File: config.mk
export PLATFORM = sky130hd
export DESIGN_NAME = ram_async_32x32_flat
export DESIGN_NICKNAME = d
export VERILOG_FILES = /design/src/rtl/ram_async_32x32_if.sv /design/src/rtl/ram_async_32x32.sv /design/src/flat_wrapper.sv
export SDC_FILE = /design/constraint.sdc
export NUM_CORES = 2
export LEC_CHECK = 0
export BUFFER_PORTS_ARGS = -buffer_cell sky130_fd_sc_hd__buf_2
export CAP_MARGIN = 20
export CORE_UTILIZATION = 25
export DETAILED_ROUTE_END_ITERATION = 8
export PLACE_DENSITY = 0.44
export SLEW_MARGIN = 10
export SYNTH_ARGS = -nofsm -noshare
export SYNTH_HDL_FRONTEND = slang
export SYNTH_SLANG_ARGS = --single-unit
File: constraint.sdc
create_clock -name clk -period 57.2 [get_ports clk]
set_input_delay 17.16 -clock clk [delete_from_list [all_inputs] [get_ports clk]]
set_output_delay 17.16 -clock clk [all_outputs]
set_load 0.01 [all_outputs]
File: src/rtl/ram_async_32x32_if.sv
// ram_async_32x32_if
// Bus bundle for the 32x32 asynchronous-read scratch RAM.
//   address    : word address shared by read and write
//   writeOn    : write enable, sampled on the rising clock edge
//   data_in    : write data
//   data_out   : combinational read of the addressed word
//   parity_err : stored-parity mismatch flag (only with RAM_ASYNC_PARITY_EN)
// master modport drives the request side; slave modport is the RAM.
interface ram_async_32x32_if #(
   parameter int DATA_WIDTH = 32,
   parameter int ADDR_WIDTH = 5
);
   logic [ADDR_WIDTH-1:0] address;
   logic                  writeOn;
   logic [DATA_WIDTH-1:0] data_in;
   logic [DATA_WIDTH-1:0] data_out;
`ifdef RAM_ASYNC_PARITY_EN
   logic                  parity_err;
`endif

   modport master (
      output address,
      output writeOn,
      output data_in,
`ifdef RAM_ASYNC_PARITY_EN
      input  parity_err,
`endif
      input  data_out
   );

   modport slave (
      input  address,
      input  writeOn,
      input  data_in,
`ifdef RAM_ASYNC_PARITY_EN
      output parity_err,
`endif
      output data_out
   );
endinterface

File: src/rtl/ram_async_32x32.sv
// ram_async_32x32
// Single-port DEPTH x DATA_WIDTH RAM: clocked writes, combinational reads.
// Ports:
//   clk  : write clock, rising edge active
//   rst  : asynchronous active-high reset, clears every word
//   bus  : ram_async_32x32_if.slave (address, writeOn, data_in, data_out,
//          parity_err when enabled)
// Optional feature macro: RAM_ASYNC_PARITY_EN adds one even-parity bit per
// word and the parity_err output.
module ram_async_32x32 #(
   parameter int DATA_WIDTH = 32,
   parameter int ADDR_WIDTH = 5,
   parameter int DEPTH      = 32
) (
   input  logic                    clk,
   input  logic                    rst,
   ram_async_32x32_if.slave        bus
);

   logic [DATA_WIDTH-1:0] mem_r [DEPTH];
   logic                  in_range_s;
   logic [DATA_WIDTH-1:0] data_out_s;

   // Even parity: the stored bit makes the XOR of data plus parity zero.
   function automatic logic even_parity(input logic [DATA_WIDTH-1:0] d);
      return ^d;
   endfunction

   // Range check only exists when the array does not fill the address space.
   generate
      if (DEPTH < (1 << ADDR_WIDTH)) begin : g_partial
         assign in_range_s = (32'(bus.address) < 32'(DEPTH));
      end else begin : g_full
         assign in_range_s = 1'b1;
      end
   endgenerate

   // Storage: async clear of all words, single-word write per rising edge.
   always_ff @(posedge clk or posedge rst) begin
      if (rst) begin
         for (int i = 0; i < DEPTH; i++) begin
            mem_r[i] <= {DATA_WIDTH{1'b0}};
         end
      end else if (bus.writeOn && in_range_s) begin
         mem_r[bus.address] <= bus.data_in;
      end
   end

   // Combinational read; out-of-range addresses read as zero.
   always_comb begin
      data_out_s = {DATA_WIDTH{1'b0}};
      if (in_range_s) begin
         data_out_s = mem_r[bus.address];
      end else begin
         data_out_s = {DATA_WIDTH{1'b0}};
      end
   end

   assign bus.data_out = data_out_s;

`ifdef RAM_ASYNC_PARITY_EN
   logic par_r [DEPTH];
   logic parity_err_s;

   // Parity storage mirrors the data array's reset and write behaviour.
   always_ff @(posedge clk or posedge rst) begin
      if (rst) begin
         for (int i = 0; i < DEPTH; i++) begin
            par_r[i] <= 1'b0;
         end
      end else if (bus.writeOn && in_range_s) begin
         par_r[bus.address] <= even_parity(bus.data_in);
      end
   end

   // Mismatch between the addressed word and its stored parity bit.
   always_comb begin
      parity_err_s = 1'b0;
      if (in_range_s) begin
         parity_err_s = ^{mem_r[bus.address], par_r[bus.address]};
      end else begin
         parity_err_s = 1'b0;
      end
   end

   assign bus.parity_err = parity_err_s;
`endif

endmodule

File: src/flat_wrapper.sv
// flat-port wrapper written by rule: the top's interface ports become plain ports
module ram_async_32x32_flat 
#(
   parameter int DATA_WIDTH = 32,
   parameter int ADDR_WIDTH = 5,
   parameter int DEPTH      = 32
)
  (clk, rst, bus_address, bus_writeOn, bus_data_in, bus_data_out);
  ram_async_32x32_if #(.DATA_WIDTH(DATA_WIDTH), .ADDR_WIDTH(ADDR_WIDTH)) bus_i ();
  input  logic clk;
  input  logic rst;
  input wire logic [$bits(bus_i.address)-1:0] bus_address;
  input wire logic [$bits(bus_i.writeOn)-1:0] bus_writeOn;
  input wire logic [$bits(bus_i.data_in)-1:0] bus_data_in;
  output wire logic [$bits(bus_i.data_out)-1:0] bus_data_out;
  assign bus_i.address = bus_address;
  assign bus_i.writeOn = bus_writeOn;
  assign bus_i.data_in = bus_data_in;
  assign bus_data_out = bus_i.data_out;
  ram_async_32x32 #(.DATA_WIDTH(DATA_WIDTH), .ADDR_WIDTH(ADDR_WIDTH), .DEPTH(DEPTH)) u_core (.clk(clk), .rst(rst), .bus(bus_i));
endmodule
==> out/qor.yml <==
clocking:
  clkSlewWorstSetupHoldPaths_ns: 0.06
  post_cts_buffers: 0
  hold_buffers: 0
  cts_buffers: 113
  clockRootBuffer: "clkbuf_16"
  clock_sinks: 1024
  cts_tree: "built"
  htreeDepth: 3
  clk_path_buf_depth: 3
  clock_latency_ns: 0.73
  cts.repair.resized: 0
die:
  initial_core_util: 0.253
  core_sq_mm: 0.184
  rows: 157
  ios: 72
  die_x_um: 433
  die_height_um: 433
  dieArea_sq_mm: 0.188
finish:
  final_cell_count_no_fill: 5794
  area_delta_synth_final_pct: 14.3
  post-route-util: 0.289
  largest-register: "u_core.mem_r"
  final_nets: 3271
  fin_area_sq_mm: 0.0531
  reg_top3: "u_core.mem_r x1024"
  drive_gt1_frac: 0.406
  largest_reg_flops: 1024
place:
  placed_cells: 5579
  dpl_cell_area_sq_mm: 0.0491
  gp_congestion: 0.699
  dp_hpwl_um: 75300
  numPortBuffers: 71
  pre_cts_slack_ns: 17.81
sta:
  tns_ns: 0
  slew_viol_final: 0
  setup_viol: 0
  tightest_slew_ns: 1.10
  final.min_clock_period_ns: 39.06
  fin_skew_ns: 0
  fmax_mhz: 25.6
  hold_viol: 0
  max_slew_margin: 0.270
  rsz0062_at_grt: "no"
  fin_crit_sh: 0.683
  worst_slack_ns: 18.14
route:
  drc: 0
  wl_per_cell_um: 25.2
  routed_wirelength_um: 146000
  ant_nets: 0
  drt_iter0_markers: 1601
  dr.pass1.iters: 5
  viasPerCell: 4.73
  vias: 27400
synth:
  seq_area_frac_synth: 0.552
  synth_fa_ha_area_frac: 0
  postSynthNetCount: 3336
  syn_area_per_cell_sq_um: 14.1
  synthArstFlopShare: 1.00
  syn_inst: 3296
  synth_edf_count: 0
  synth_simple_gate_area_share: 0.0217
  ys_ff_latch: 1024
  ys_types: 30
  yosysMostFrequentCell: "dfrtp_1"
  synth_top_area_share: 0.552
  synth_mux_area_frac: 0.359
  synth_top_family_by_area: "multiplexers"
  synth_compound_area_frac: 0.0345
  ys_top_cells_by_count: "1024 x dfrtp_1, 967 x mux2_2, 512 x mux2i_1, 256 x o22ai_1, 141 x buf_2"
  syn_area_sq_mm: 0.0464
  synth_top_area_cell: "dfrtp_1"
  ys_warn_count: 0
  synthXorXnorAreaFrac: 0
  ys.flop_type: "dfrtp_1"
  ys_top_cells_by_area: "dfrtp_1 55%, mux2_2 23%, mux2i_1 11%"
grt:
  grt_max_degree: 164
  first_global_vias: 29100
  grt.overflow.total: 0
  track_usage: 0.156
  grt_first_pass_wirelength_um: 213000
  antenna_found_initial: 12
pwr:
  vdd_drop_max_mv: 0.0242
  seq_power_share: 0.472
  p_leak_uw: 0.0242
  p_int_uw: 1470
  cellPowerDensity_mw_per_mm2: 37.2
  p_clk_frac: 0.388
  p_comb_frac: 0.140
  p_sw_uw: 506
  switching_share: 0.256
worst_setup_path:
  cp_max_fo: 74
  crit_required_ns: 40.04
  worstSetupEndpointType: "primary output"
  worstReg2RegEnd: "u_core.mem_r[736]"
  crit_type: "input port to primary output"
  endpoint: "bus_data_out[28]"
  reg2reg_from: "u_core.mem_r[736]"
  r2r_cells: 1
  r2r_setup_slack_ns: 56.42
  startpoint: "bus_address[1]"
  crit_path_start_kind: "input port"
  cp.arrival_ns: 21.90
flow_run:
  max-cap-violations: 0
status:
  run_status: "finished clean"
worst_hold_path:
  hold_path.class: "flip-flop to flip-flop"
## area by class of cell
type	count	area, sq um
diodes	3	7.51
clock buffers	166	3380
clock inverters	45	552
fillers	18700	131000
inverters	1	11.3
multi-input cells	1953	19500
flip-flops and latches	1024	25600
well taps	2464	3080
repair buffers	138	901
## logic make-up after synthesis
| logic type | after synthesis |
|---|---|
| AO/OA/AOI/OAI | 256 |
| multiplexers | 1536 |
| flip-flops | 1024 |
| AND/OR/NAND/NOR | 161 |
| buffers and inverters | 319 |
## worst max-delay path, cell delays in order
cell	delay, ns
buf_8	0.58
buf_4	0.75
buf_4	0.88
buf_4	0.90
mux2i_1	0.29
o22ai_1	0.11
nor4_1	0.69
nand2_1	0.22
buf_2	0.19
## layer usage
layer	global-route usage	routed length, um	vias to the layer above
met2	0.275	74300	407
met5	0	0	-
met3	0.0182	3850	191
met1	0.198	64100	14800
li1	-	-	12000
met4	0.0476	3760	0
## power by group through the flow
stage	sequential, uW	combinational (uW)	clock (uW)
after floorplan	931	222	0
after global placement	943	275	0
after detailed placement	945	282	0
after CTS	932	282	791
after global routing	951	305	816
final	933	276	766
## cell usage in the layout (no fill, tap or decap), types with 34 or more instances in the layout
| cell type | n |
|---|---|
| buf_2 | 70 |
| clkbuf_8 | 35 |
| nand2_1 | 34 |
| dfrtp_1 | 1024 |
| nor4_1 | 64 |
| clkbuf_16 | 113 |
| mux2_1 | 57 |
| o22ai_1 | 256 |
| mux2i_1 | 512 |
| mux2_2 | 967 |
| buf_4 | 65 |
## how the worst min path moves through the flow
| stage | start | to | slack, ns | cells after the start |
|---|---|---|---|---|
| final | u_core.mem_r[238] | u_core.mem_r[238] | 0.48 | 1 |
| after global routing | u_core.mem_r[112] | u_core.mem_r[112] | 0.50 | 1 |
| after CTS | u_core.mem_r[111] | u_core.mem_r[111] | 0.49 | 1 |
| after detailed placement | u_core.mem_r[205] | u_core.mem_r[205] | 0.47 | 1 |
| after global placement | u_core.mem_r[108] | u_core.mem_r[108] | 0.47 | 1 |
| after floorplan | u_core.mem_r[108] | u_core.mem_r[108] | 0.46 | 1 |
## stage by stage
stage / total power (uW) / hold slack (ns)
2_1_floorplan: 1150 / 0.457
3_3_place_gp: 1220 / 0.466
3_5_place_dp: 1230 / 0.474
4_1_cts: 2010 / 0.487
5_1_grt: 2070 / 0.498
6_report: 1980 / 0.483
Note: power is estimated with default switching activity, not from simulation.
